<file path="src/rtl/divide_unit.sv">
// Sequential restoring divider: one quotient bit per clock, MSB first, WIDTH-cycle latency.
// Optional DIVIDE_DBZ_FLAG_EN adds a registered div_by_zero flag that is updated with each done.
module divide_unit #(
  parameter  int WIDTH  = 8,
  parameter  int DRANGE = 4,
  localparam int DW     = $clog2(DRANGE)
) (
  input  logic             clk,
  input  logic             rst,
  input  logic             start,
  input  logic [WIDTH-1:0] numerator,
  input  logic [DW-1:0]    denominator,
  output logic [WIDTH-1:0] quotient,
  output logic [DW-1:0]    remain,
  output logic             busy,
  output logic             done
`ifdef DIVIDE_DBZ_FLAG_EN
  ,
  output logic             div_by_zero
`endif
);

  localparam int            CW   = $clog2(WIDTH);
  localparam logic [CW-1:0] LAST = CW'(WIDTH - 1);

  typedef enum logic {IDLE, RUN} state_t;

  state_t           state_reg, state_next;
  logic [CW-1:0]    count_reg, count_next;
  logic [WIDTH-1:0] num_reg, num_next;
  logic [DW-1:0]    den_reg, den_next;
  logic [DW-1:0]    rem_reg, rem_next;
  logic [WIDTH-1:0] q_reg, q_next;
  logic [WIDTH-1:0] quotient_reg, quotient_next;
  logic [DW-1:0]    remain_reg, remain_next;
  logic             done_reg, done_next;
`ifdef DIVIDE_DBZ_FLAG_EN
  logic             dbz_reg, dbz_next;
`endif

  // The partial remainder stays below the divisor, so DW bits hold it and
  // only the shifted trial value needs one extra bit.
  logic [DW:0]      shifted;
  logic             fits;
  logic [DW-1:0]    diff;
  logic [DW-1:0]    rem_step;
  logic [WIDTH-1:0] q_step;

  assign shifted  = {rem_reg, num_reg[WIDTH-1]};
  assign fits     = shifted >= {1'b0, den_reg};
  assign diff     = shifted[DW-1:0] - den_reg;
  assign rem_step = fits ? diff : shifted[DW-1:0];
  assign q_step   = {q_reg[WIDTH-2:0], fits};

  always_comb begin
    state_next    = state_reg;
    count_next    = count_reg;
    num_next      = num_reg;
    den_next      = den_reg;
    rem_next      = rem_reg;
    q_next        = q_reg;
    quotient_next = quotient_reg;
    remain_next   = remain_reg;
    done_next     = 1'b0;
`ifdef DIVIDE_DBZ_FLAG_EN
    dbz_next      = dbz_reg;
`endif
    case (state_reg)
      IDLE: begin
        if (start) begin
          num_next   = numerator;
          den_next   = denominator;
          rem_next   = '0;
          q_next     = '0;
          count_next = '0;
          state_next = RUN;
        end
      end
      RUN: begin
        num_next   = num_reg << 1;
        rem_next   = rem_step;
        q_next     = q_step;
        count_next = count_reg + CW'(1);
        if (count_reg == LAST) begin
          state_next  = IDLE;
          count_next  = '0;
          done_next   = 1'b1;
          // A zero divisor always "fits", but the remainder is forced to 0.
          quotient_next = (den_reg == '0) ? '1 : q_step;
          remain_next   = (den_reg == '0) ? '0 : rem_step;
`ifdef DIVIDE_DBZ_FLAG_EN
          dbz_next      = (den_reg == '0);
`endif
        end
      end
      default: state_next = IDLE;
    endcase
  end

  always_ff @(posedge clk) begin
    if (rst) begin
      state_reg    <= IDLE;
      count_reg    <= '0;
      num_reg      <= '0;
      den_reg      <= '0;
      rem_reg      <= '0;
      q_reg        <= '0;
      quotient_reg <= '0;
      remain_reg   <= '0;
      done_reg     <= 1'b0;
`ifdef DIVIDE_DBZ_FLAG_EN
      dbz_reg      <= 1'b0;
`endif
    end else begin
      state_reg    <= state_next;
      count_reg    <= count_next;
      num_reg      <= num_next;
      den_reg      <= den_next;
      rem_reg      <= rem_next;
      q_reg        <= q_next;
      quotient_reg <= quotient_next;
      remain_reg   <= remain_next;
      done_reg     <= done_next;
`ifdef DIVIDE_DBZ_FLAG_EN
      dbz_reg      <= dbz_next;
`endif
    end
  end

  assign quotient = quotient_reg;
  assign remain   = remain_reg;
  assign busy     = (state_reg == RUN);
  assign done     = done_reg;
`ifdef DIVIDE_DBZ_FLAG_EN
  assign div_by_zero = dbz_reg;
`endif

endmodule

</file>
<file path="config.mk">
export PLATFORM = sky130hd
export DESIGN_NAME = divide_unit
export DESIGN_NICKNAME = d
export VERILOG_FILES = /design/src/rtl/divide_unit.sv
export SDC_FILE = /design/constraint.sdc
export NUM_CORES = 1
export LEC_CHECK = 0
export BUFFER_PORTS_ARGS = -buffer_cell sky130_fd_sc_hd__buf_4
export CAP_MARGIN = 15
export CORE_MARGIN = 5
export CORE_UTILIZATION = 45
export DETAILED_ROUTE_END_ITERATION = 8
export HOLD_SLACK_MARGIN = 0.1
export PLACE_DENSITY = 0.74
export SYNTH_ARGS = -nofsm -noshare
export SYNTH_HDL_FRONTEND = slang
export SYNTH_SLANG_ARGS = --single-unit
</file>
<file path="constraint.sdc">
create_clock -name clk -period 3.75 [get_ports clk]
set_clock_uncertainty 0.15 [all_clocks]
set_input_delay 0.1875 -clock clk [delete_from_list [all_inputs] [get_ports clk]]
set_output_delay 0.1875 -clock clk [all_outputs]
set_load 0.01 [all_outputs]
</file>
After elaboration in Yosys (flattened, before gate mapping)
Index checks and enable logic that the tools add are counted.
{"block": "totals", "wordCells": 35, "out_inout_bits": 12, "register_bits": 34}
{"block": "op_classes", "n_addsub": 2, "reduce_logical": 4, "eq_ne": 2, "n_mux": 16, "bitwise": 1, "order_cmp": 1}
{"op": "$mux W8", "count": 2}
{"op": "$pmux W8 S2", "count": 1}
{"op": "$pmux W7 S2", "count": 1}
{"op": "$mux W7", "count": 1}
{"op": "$mux W2", "count": 3}
{"op": "$mux W3", "count": 2}
{"op": "$pmux W3 S2", "count": 1}
{"op": "$pmux W2 S2", "count": 1}
{"op": "$reduce_and A2 Y1", "count": 2}
{"op": "$add A3 B1 Y3 const B", "count": 1}
{"op": "$eq A3 B3 Y1 const B", "count": 1}
{"op": "$ge A3 B2 Y1", "count": 1}
{"op": "$mux W1", "count": 3}
{"op": "$logic_not A2 Y1", "count": 1}
{"op": "$ne A2 B2 Y1 const B", "count": 1}
{"op": "$pmux W1 S2", "count": 1}
{"op": "$reduce_or A2 Y1", "count": 1}
{"op": "$sub A2 B2 Y2", "count": 1}
{"op": "$not A1 Y1", "count": 1}

Logic depth before layout (Yosys ltp)
Gate-level depths: netlist of the first run.
{"block": "logic_depth", "word_depth": 3, "depth_mapped": 6, "ltp_nobuf": 6}

Worst setup path after synthesis of the first run
Ideal clock, no wire load.
{"block": "synth_timing", "kind": "reg-to-reg", "startpoint": "register den_reg[1]", "endpoint": "register remain_reg[0] (netlist: remain[0])", "n_path_buf": 0, "required_ns": 3.512, "stages_incl_launch_ff": 7, "arrival_time_ns": 1.192, "period_less_slack_ns": 1.430, "setup_slack_ns": 2.320, "path_cell_list": "dfxtp_1 > inv_1 > ha_1 > or2_4 > o21ai_2 > nand2_1 > o32ai_2"}
{"block": "synth_between", "elab_chain_cells": 3, "elab_cells_between_ends": 4}
{"element": "from (decl)", "line": "31", "source": "logic [DW-1:0] den_reg, den_next;"}
{"element": "from (signal assigned)", "line": "118", "source": "den_reg <= den_next;"}
{"element": "$ge A3 B2 Y1", "line": "50", "source": "assign fits = shifted >= {1'b0, den_reg};"}
{"element": "$mux W2", "line": "52", "source": "assign rem_step = fits ? diff : shifted[DW-1:0];"}
{"element": "$mux W2 *", "line": "90", "source": "remain_next = (den_reg == '0) ? '0 : rem_step;"}
{"element": "to (signal assigned)", "line": "122", "source": "remain_reg <= remain_next;"}
{"element": "to (decl)", "line": "35", "source": "logic [DW-1:0] remain_reg, remain_next;"}
Every way passes the cells marked *; elsewhere a longest branch is shown, timed or not.
A chain may end at the register's enable or synchronous reset.

Worst setup path in the final report of the first run
{"block": "layout_timing", "startpoint": "register state_reg (netlist: busy)", "endpoint": "register num_reg[3]"}
{"block": "layout_between", "elab_chain_cells": 2, "elab_cells_between_ends": 3}
{"element": "from (decl)", "line": "28", "source": "state_t state_reg, state_next;"}
{"element": "from (signal assigned)", "line": "115", "source": "state_reg <= state_next;"}
{"element": "$not A1 Y1"}
{"element": "$pmux W8 S2 / $ne A2 B2 Y1 (equally long branches)"}
{"element": "to (signal assigned)", "line": "117", "source": "num_reg <= num_next;"}
{"element": "to (decl)", "line": "30", "source": "logic [WIDTH-1:0] num_reg, num_next;"}
Parallel ways exist; a longest one is shown, timed or not.

==> results of run 1 <==
## what timing repair did
| action | CTS | global route |
|---|---|---|
| endpoints found under the setup margin | 0 | 0 |
| resized for setup | 0 | 0 |
| hold endpoints to repair | 14 | 0 |
| hold buffers | 19 | 0 |
## layer usage
metal,vias up,wire length [um],track usage [%]
li1,648,-,-
met1,583,1250,15.5
met2,23,1660,29.0
met3,4,125,5.49
met4,0,32,5.57
met5,-,0,0
## stage by stage
step           hold slack, ps  total power (W)  setup WS, ps  std cells
2_1_floorplan             176         0.000453          2320        169
3_3_place_gp              263         0.000466          2040        227
3_5_place_dp              275         0.000471          1940        227
4_1_cts                   153         0.000696          1540        254
5_1_grt                   170         0.000735          1400        254
6_report                  168         0.000691          1500        254
## power by group through the flow
stage | clock, W | combinational [W] | sequential [W]
after floorplan | 0 | 0.0000653 | 0.000387
after global placement | 0 | 0.0000737 | 0.000393
after detailed placement | 0 | 0.0000775 | 0.000394
after CTS | 0.000216 | 0.0000946 | 0.000386
after global routing | 0.000243 | 0.000104 | 0.000388
final | 0.000210 | 0.0000953 | 0.000386
## cells in the final DEF (no fill, tap or decap), types with 2 or more instances in the layout
master	instances
nor2_1	45
ha_1	4
nor3_1	9
clkbuf_4	5
o32ai_2	2
nand2_1	2
a21oi_1	19
buf_4	25
nor3b_1	8
nand3b_1	2
o21ai_1	2
dfxtp_1	34
inv_1	3
dlygate4sd3_1	19
nor2b_1	3
mux2i_1	10
nand2b_1	6
## final cells by class
cell class	instances	area, sq um
inverters	3	11.3
clock buffers	6	51.3
repair buffers	44	378
multi-input cells	121	724
fillers	297	1190
flip-flops and latches	34	681
well taps	44	55.1
clock inverters	2	12.5
## worst max-delay path by stage
stage | from | endpoint | slack (ps) | cells after the start
CTS | busy | num_reg[3] | 1540 | 5
detailed placement | busy | quotient[4] | 1940 | 4
floorplan | den_reg[1] | remain[0] | 2320 | 6
finish | busy | num_reg[3] | 1500 | 5
global placement | busy | remain[1] | 2040 | 3
global route | busy | num_reg[5] | 1400 | 5
## kinds of logic after synthesis
group,count (synthesis)
AOI/OAI and AO/OA,26
adders and majority gates,4
DFF,34
muxes,10
buffers and inverters,14
and+or+nand+nor,81
## critical path, cell delays in order (launching register included)
cell	delay [ps]
dfxtp_1	830
buf_4	330
nor2_1	70
a21oi_1	130
nor2_1	60
dlygate4sd3_1	570
==> metrics.csv, run 1 <==
metric,value,unit
I/O pin count,25,
most common cell in the netlist,nor2_1,
max_cap viols,0,
Tightest Hold Check Type,input port to register,
CTS root buffer,clkbuf_4,
TNS Setup,0,ps
FMAX,445,MHz
vias in the first global route,1267,
Worst Hold Depth,3,
Synth Area in XOR/XNOR,0,%
register area share after synthesis,45.7,%
Placed Instance Area,1660,sq um
Post-synth EDFFs,0,
port bufs,24,
complex-gate fraction of the synthesized area,11.3,%
Pint,0.000513,W
worst vdd ir,0.253,mV
Min-Delay Endpoint,num_reg[0],
largest net degree at the start of global routing,37,
clock-pin slew on the worst setup and hold paths,100,ps
register-to-register setup slack,1500,ps
fraction of layout cells with a size suffix above 1,19.5,%
mux contribution to synthesized area,6.72,%
Post-route DRC,0,
DR pass1 iterations,4,
Post-DP HPWL,2040,um
Crit. End Element,register,
final hold violations,0,
most frequent cells after synthesis,"nor2_1, dfxtp_1, a21oi_1",
DR WL/cell,12.1,um
CTS max path bufs,2,
Cell Rows,20,
Synth Cell Area,1490,sq um
Final Slew Violations,0,
syn_nets,186,
minimum clock period,2250,ps
Synth Area in Adders,3.36,%
CP startpoint kind,register,
TritonCTS buffer count,5,
H-tree level count,2,
Synth area leaders,"dfxtp_1, nor2_1, mux2i_1, a21oi_1, nor3b_1",
Flop pwr share,55.8,%
Mapped Cells,169,
Clock Sinks,34,
crit path kind,register to register,
Final Setup Violations,0,
via count,1258,
vias per cell,4.95,
core area,3100,sq um
switching portion of total power,25.8,%
Die X,67.5,um
All-Layer GR Usage,15.5,%
"Avg Cell Area, Syn",8.81,sq um
RD Place Congestion,0.730,
Slew @ Worst Pin,775,ps
Critical Path AT,2320,ps
Reg-to-Reg Start,busy,
NetSw,0.000178,W
Congestion Overflow GR,0,
Synth Area in Simple Gates,27.2,%
# diodes,0,
DIE AREA,4560,sq um
RR Endpoint,num_reg[3],
TritonCTS clock tree,done,
Netlist cell types,27,
dominant synthesized flop cell,dfxtp_1,
antenna violations before repair,0,
final worst-path cycle share,59.9,%
Die Y,67.5,um
hold path startpoint,start,
status,completed,
Worst-Skew Late Latency,330,ps
initial cell density of the core,48.0,%
LEAKAGE,0.831,nW
Worst Reg2Reg Path Length in Cells,5,
"wirelength, routed",3070,um
Synth warnings,0,
post-synthesis register bit count,34,
clock power share,30.4,%
ANT nets after route,0,
cell taking the most area after synthesis,dfxtp_1,
DRT iter0 DRCs,45,
final core utilization,61.7,%
area grow syn2layout,28.5,%
# nets final,226,
Post-Layout Inst Area,1910,sq um
RSZ-0062 raised after global routing,false,
Crit path required time,3820,ps
"Async S/R FF share, synth",0,%
Logic pwr share,13.8,%
PD cells,361,nW/um^2
critical path peak fanout,27,
area share of the largest cell type after synthesis,45.7,%
combinational family with the most area after synthesis,simple AND/OR/NAND/NOR gates,
Post-CTS Setup Repair Bufs,0,
global-route wire length before repair,5260,um
slew margin rel.,48.3,%
(Power assumes the default switching activity.)
==> run 2: changes to the inputs <==
--- a/config.mk
+++ b/config.mk
@@ -5,13 +5,14 @@
 export SDC_FILE = /design/constraint.sdc
 export NUM_CORES = 1
 export LEC_CHECK = 0
+export ABC_AREA = 1
 export BUFFER_PORTS_ARGS = -buffer_cell sky130_fd_sc_hd__buf_4
 export CAP_MARGIN = 15
 export CORE_MARGIN = 5
 export CORE_UTILIZATION = 45
 export DETAILED_ROUTE_END_ITERATION = 8
 export HOLD_SLACK_MARGIN = 0.1
-export PLACE_DENSITY = 0.74
+export PLACE_DENSITY = 0.75
 export SYNTH_ARGS = -nofsm -noshare
 export SYNTH_HDL_FRONTEND = slang
 export SYNTH_SLANG_ARGS = --single-unit
==> constraint.sdc (replaced) <==
create_clock -name clk -period 2.1 [get_ports clk]
set_clock_uncertainty 0.15 [all_clocks]
set_input_delay 0.105 -clock clk [delete_from_list [all_inputs] [get_ports clk]]
set_output_delay 0.105 -clock clk [all_outputs]
set_load 0.01 [all_outputs]
==> run 2 against run 1 <==
  * Final cell count up 5.1%
  * Die area is 4.8% lower
  * Combinational power up 75%
  * Routed wire length up 0.75%
  * Hold slack better by 160 ps
  * First-iteration DRC count up 20%
  * Via count increased by 1.7%
  * Clock-buffer cell count is 1 higher
  * Sequential share of layout area is 2.4 points higher
  * Largest cell class is now registers
  * Highest routed layer is now met3
==> metrics.csv, run 2 <==
metric,value,unit,change
DR pass1 iterations,4,,unchanged
H-tree level count,2,,unchanged
LEAKAGE,0.842,nW,was 0.831 nW
Final Setup Violations,0,,unchanged
DRT iter0 DRCs,54,,was 45
most frequent cells in the layout,"nand2_1, dfxtp_1, buf_4",,"was nor2_1, dfxtp_1, buf_4"
met3 routed WL,178,um,was 125 um
# nets final,239,,was 226
dominant synthesized flop cell,dfxtp_1,,unchanged
TritonCTS clock tree,done,,unchanged
Netlist cell types,22,,was 27
Mapped Cells,183,,was 169
clock power share,30.6,%,was 30.4%
fin cells,267,,was 254
highest metal used,met3,,was met4
Post-synth EDFFs,0,,unchanged
"Avg Cell Area, Syn",7.68,sq um,was 8.81 sq um
Logic pwr share,13.7,%,was 13.8%
switching portion of total power,26.3,%,was 25.8%
All-Layer GR Usage,16.1,%,was 15.5%
DR WL/cell,11.6,um,was 12.1 um
Cell Rows,20,,unchanged
most common cell in the netlist,nand2_1,,was nor2_1
NetSw,0.000321,W,was 0.000178 W
CTS root buffer,clkbuf_4,,unchanged
# diodes,0,,unchanged
critical path peak fanout,9,,was 27
minimum clock period,1800,ps,was 2250 ps
fillcell total,287,,was 297
I/O pin count,25,,unchanged
pre-CTS WS,554,ps,was 1940 ps
"Async S/R FF share, synth",0,%,unchanged
Slew @ Worst Pin,553,ps,was 775 ps
PD cells,681,nW/um^2,was 361 nW/um^2
vias per cell,4.79,,was 4.95
CP startpoint kind,register,,unchanged
Synth Cell Area,1410,sq um,was 1490 sq um
syn_nets,200,,was 186
port bufs,24,,unchanged
Synth area leaders,"dfxtp_1, nand2_1, a21oi_1, nor2_1, o21ai_0",,"was dfxtp_1, nor2_1, mux2i_1, a21oi_1, nor3b_1"
cell taking the most area after synthesis,dfxtp_1,,unchanged
slew margin rel.,63.0,%,was 48.3%
worst vdd ir,0.433,mV,was 0.253 mV
Final Slew Violations,0,,unchanged
Post-DP HPWL,2040,um,about the same
Tightest Hold Check Type,register to register,,was input port to register
fraction of layout cells with a size suffix above 1,17.5,%,was 19.5%
Clock Sinks,34,,unchanged
final worst-path cycle share,85.9,%,was 59.9%
area share of the largest cell type after synthesis,48.4,%,was 45.7%
Placed Instance Area,1590,sq um,was 1660 sq um
vias in the first global route,1274,,"was 1,267"
Pint,0.000901,W,was 0.000513 W
status,completed,,unchanged
Crit. End Element,register,,unchanged
Crit path required time,2180,ps,was 3820 ps
final hold violations,0,,unchanged
wl on met1,1410,um,was 1250 um
Die X,65.9,um,was 67.5 um
ANT nets after route,0,,unchanged
Congestion Overflow GR,0,,unchanged
Worst Hold Margin,326,ps,was 168 ps
register area share after synthesis,48.4,%,was 45.7%
Worst-Skew Late Latency,330,ps,about the same
most frequent cells after synthesis,"nand2_1, dfxtp_1, nor2_1",,"was nor2_1, dfxtp_1, a21oi_1"
max_cap viols,0,,unchanged
Flop pwr share,55.7,%,was 55.8%
DR WL met2,1500,um,was 1660 um
FMAX,554,MHz,was 445 MHz
via count,1279,,"was 1,258"
Synth warnings,0,,unchanged
Post-Layout Inst Area,1790,sq um,was 1910 sq um
Post-route DRC,0,,unchanged
placed instance count,245,,was 227
largest net degree at the start of global routing,22,,was 37
RD Place Congestion,0.882,,was 0.730
clock-pin slew on the worst setup and hold paths,100,ps,about the same
initial cell density of the core,46.4,%,was 48.0%
core area,3030,sq um,was 3100 sq um
Critical Path AT,1880,ps,was 2320 ps
area grow syn2layout,27.7,%,was 28.5%
CTS max path bufs,2,,unchanged
Final WS setup,295,ps,was 1500 ps
global-route wire length before repair,5330,um,was 5260 um
DIE AREA,4340,sq um,was 4560 sq um
"most common cell after layout, fill and taps aside",nand2_1,,was nor2_1
"wirelength, routed",3090,um,was 3070 um
antenna violations before repair,0,,unchanged
TritonCTS buffer count,5,,unchanged
crit path kind,register to register,,unchanged
TNS Setup,0,ps,unchanged
RSZ-0062 raised after global routing,false,,unchanged
post-synthesis register bit count,34,,unchanged
Die Y,65.9,um,was 67.5 um
[run 2: changes by cell type in the layout (fill, tap and decap cells not counted), sizes merged, moves of 7 or more]
cell	change
nand2	+53
mux2i	-10
nor2	-28
inv	+11
o21ai	+9
nand3	+7
nor3b	-8
[run 2: final timing paths]
kind                              startpoint            to  slack [ps]  cells past startpoint
worst max register to register          busy    num_reg[0]         300                      6
worst max-delay path                    busy    num_reg[0]         300                      6
worst min-delay path            count_reg[2]  count_reg[2]         330                      2
worst min register to register  count_reg[2]  count_reg[2]         330                      2
[run 2: kinds of logic (layout without fill, tap and decap cells)]
| logic type | count (synthesis) | count (layout) | synth area share (%) |
|---|---|---|---|
| AO/OA/AOI/OAI | 30 | 30 | 11.2 |
| buffers and inverters | 22 | 62 | 8.10 |
| adder cells (fa/ha/maj) | 4 | 4 | 3.56 |
| XOR/XNOR | 1 | 1 | 0.623 |
| flip-flops | 34 | 34 | 48.4 |
| AND/OR/NAND/NOR | 92 | 92 | 28.1 |
[run 2: critical path, cell delays in order, from the launching register on]
cell and delay, ps:
dfxtp_1 540, inv_2 90, nand2_1 140, inv_2 100, nand2_1 80, a21oi_1 50, dlygate4sd3_1 550
[run 2: layout make-up]
type	instances	area, sq um	area share, %
multi-input cells	127	611	34.0
clock inverters	1	5.00	0.279
well taps	44	55.1	3.07
clock buffers	7	55.1	3.07
inverters	14	52.6	2.93
repair buffers	40	335	18.7
flip-flops and latches	34	681	37.9
[run 2: repair_timing]
item / 4_1_cts / 5_1_grt
resized for setup: 0 / 0
buffers inserted: 0 / 0
endpoints found under the hold margin: 24 / 0
hold buffers: 14 / 0
[run 2: power by group through the flow]
stage	registers (W)	logic [W]	clock network, W
floorplan	0.000691	0.000111	0
global placement	0.000695	0.000143	0
detailed placement	0.000696	0.000145	0
CTS	0.000681	0.000166	0.000382
global route	0.000685	0.000188	0.000416
finish	0.000681	0.000167	0.000374
[run 2: per-layer routing]
layer | vias up | global-route usage [%]
li1 | 668 | -
met1 | 577 | 19.6
met2 | 34 | 26.3
met3 | 0 | 3.91
met4 | 0 | 7.77
met5 | - | 0
[run 2: through the flow]
| step | utilization [%] | power [W] |
|---|---|---|
| after CTS | 59.3 | 0.00123 |
| after global placement | 52.6 | 0.000838 |
| after floorplan | - | 0.000801 |
| final | 59.3 | 0.00122 |
| after detailed placement | 52.6 | 0.000840 |
| after global routing | 59.3 | 0.00129 |
==> run 3: changes to the inputs <==
--- a/config.mk
+++ b/config.mk
@@ -13,6 +13,8 @@
 export DETAILED_ROUTE_END_ITERATION = 8
 export HOLD_SLACK_MARGIN = 0.1
 export PLACE_DENSITY = 0.75
+export REMOVE_ABC_BUFFERS = 1
+export SKIP_LAST_GASP = 1
 export SYNTH_ARGS = -nofsm -noshare
 export SYNTH_HDL_FRONTEND = slang
 export SYNTH_SLANG_ARGS = --single-unit
==> run 3 against run 2 <==
  * Clock power fell by 7.2%
  * Final cell count did not move
  * Global-route usage fell by 0.96 points
  * Largest power group unchanged
  * Routed wire length fell by 6.9%
  * Critical path type unchanged
  * Highest routed layer is now met4
  * Sequential cell count did not move
  * Via count fell by 1.3%
  * Power fell by 1.4%
  * Worst setup slack got worse by 210 ps
==> metrics.csv, run 3 (synthesis results as in run 2) <==
metric,value,unit,change
PD cells,660,nW/um^2,was 681 nW/um^2
max_cap viols,0,,unchanged
via count,1263,,"was 1,279"
worst vdd ir,0.383,mV,was 0.433 mV
"Slowest-stage cell, CP",dlygate4sd3_1,,unchanged
# diodes,0,,unchanged
RD Place Congestion,0.760,,was 0.882
final hold violations,0,,unchanged
Congestion Overflow GR,0,,unchanged
Cell Rows,20,,unchanged
Power Total,0.00120,W,was 0.00122 W
CTS root buffer,clkbuf_4,,unchanged
Die Y,65.9,um,unchanged
H-tree level count,2,,unchanged
Crit path required time,2230,ps,was 2180 ps
final core utilization,60.3,%,was 59.3%
DR pass1 iterations,4,,unchanged
minimum clock period,2010,ps,was 1800 ps
vias per cell,4.73,,was 4.79
Placed Instance Area,1590,sq um,unchanged
DRT iter0 DRCs,32,,was 54
port bufs,24,,unchanged
Post-Layout Inst Area,1830,sq um,was 1790 sq um
I/O pin count,25,,unchanged
Worst Hold Margin,325,ps,was 326 ps
critical path peak fanout,4,,was 9
Tightest Hold Check Type,register to register,,unchanged
vias in the first global route,1182,,"was 1,274"
Max stage delay on crit path,560,ps,was 550 ps
"most common cell after layout, fill and taps aside",nand2_1,,unchanged
Final Setup Violations,0,,unchanged
# nets final,241,,was 239
largest net degree at the start of global routing,21,,was 22
CP cell instances,"inv_1, ha_1, nand2_2, nand3_2, nand2_1, nand3_1, a21oi_1, dlygate4sd3_1",,"was inv_2, nand2_1, inv_2, nand2_1, a21oi_1, dlygate4sd3_1"
Final Slew Violations,0,,unchanged
LEAKAGE,0.848,nW,was 0.842 nW
global-route wire length before repair,5000,um,was 5330 um
most frequent cells in the layout,"nand2_1, dfxtp_1, buf_4",,unchanged
area grow syn2layout,29.9,%,was 27.7%
Worst-Skew Late Latency,330,ps,about the same
fraction of layout cells with a size suffix above 1,18.8,%,was 17.5%
CTS max path bufs,2,,unchanged
DR WL/cell,10.8,um,was 11.6 um
clock-pin slew on the worst setup and hold paths,90,ps,was 100 ps
DIE AREA,4340,sq um,unchanged
final worst-path cycle share,95.9,%,was 85.9%
"wirelength, routed",2880,um,was 3090 um
core area,3030,sq um,unchanged
initial cell density of the core,46.4,%,unchanged
Crit. End Element,register,,unchanged
CP startpoint kind,register,,unchanged
crit path kind,register to register,,unchanged
status,completed,,unchanged
Slew @ Worst Pin,495,ps,was 553 ps
TNS Setup,0,ps,unchanged
antenna violations before repair,0,,unchanged
ANT nets after route,0,,unchanged
Die X,65.9,um,unchanged
Clock Sinks,34,,unchanged
FMAX,496,MHz,was 554 MHz
TritonCTS buffer count,5,,unchanged
Critical Path AT,2140,ps,was 1880 ps
slew margin rel.,66.9,%,was 63.0%
All-Layer GR Usage,15.1,%,was 16.1%
TritonCTS clock tree,done,,unchanged
Post-route DRC,0,,unchanged
Post-DP HPWL,1840,um,was 2040 um
Post-CTS Setup Repair Bufs,0,,unchanged
## run 3: cell types whose count changed in the layout (fill, tap and decap cells not counted)
cell and change:
nor2_2 +2, dlygate4sd3_1 +2, ha_4 +1, ha_1 -1, nand2_1 -1, nor2_1 -2
clkbuf_1 -1, clkinv_2 -1, nand2_2 +1
## run 3: what timing repair did
item / in CTS / in global routing
hold buffers: 16 / 0
setup endpoints to repair: 0 / 1
resized for setup: 0 / 4
hold endpoints to repair: 26 / 0
## run 3: final cells by class
type / count / area (sq um)
inverters: 14 / 52.6
clock buffers: 6 / 51.3
repair buffers: 42 / 355
multi-input cells: 127 / 631
fillers: 280 / 1200
well taps: 44 / 55.1
flip-flops and latches: 34 / 681
## run 3: report_power, final
| group | leakage [nW] | switching, W | internal [W] |
|---|---|---|---|
| clock network | 0.0302 | 0.000196 | 0.000151 |
| registers | 0.276 | 0.0000139 | 0.000665 |
| logic | 0.541 | 0.0000975 | 0.0000817 |
## run 3: final timing paths
| path | from | to | slack (ps) | depth (start not counted) |
|---|---|---|---|---|
| max | num_reg[7] | rem_reg[1] | 90 | 8 |
| min | count_reg[1] | count_reg[1] | 320 | 2 |
| min reg2reg | count_reg[1] | count_reg[1] | 320 | 2 |
| max reg2reg | num_reg[7] | rem_reg[1] | 90 | 8 |
## run 3: worst max-delay path, delay by kind of cell (launching register included)
family,cells,cell delay [ps]
buffers and inverters,2,620
and+or+nand+nor,4,390
DFF,1,340
adders and majority gates,1,320
AOI/OAI and AO/OA,1,130
## run 3: per-stage QoR
step	setup WS (ps)	std cells
finish	85.8	267
CTS	49.0	267
global route	-4.97	267
detailed placement	507	245
global placement	550	245
floorplan	334	175
## run 3: per-layer routing
layer  wire length [um]  vias up  GRT usage (%)
li1                   -      668              -
met4                 61        0           6.99
met1               1300      566           16.7
met5                  0        -              0
met2               1390       23           25.9
met3                128        6           5.10
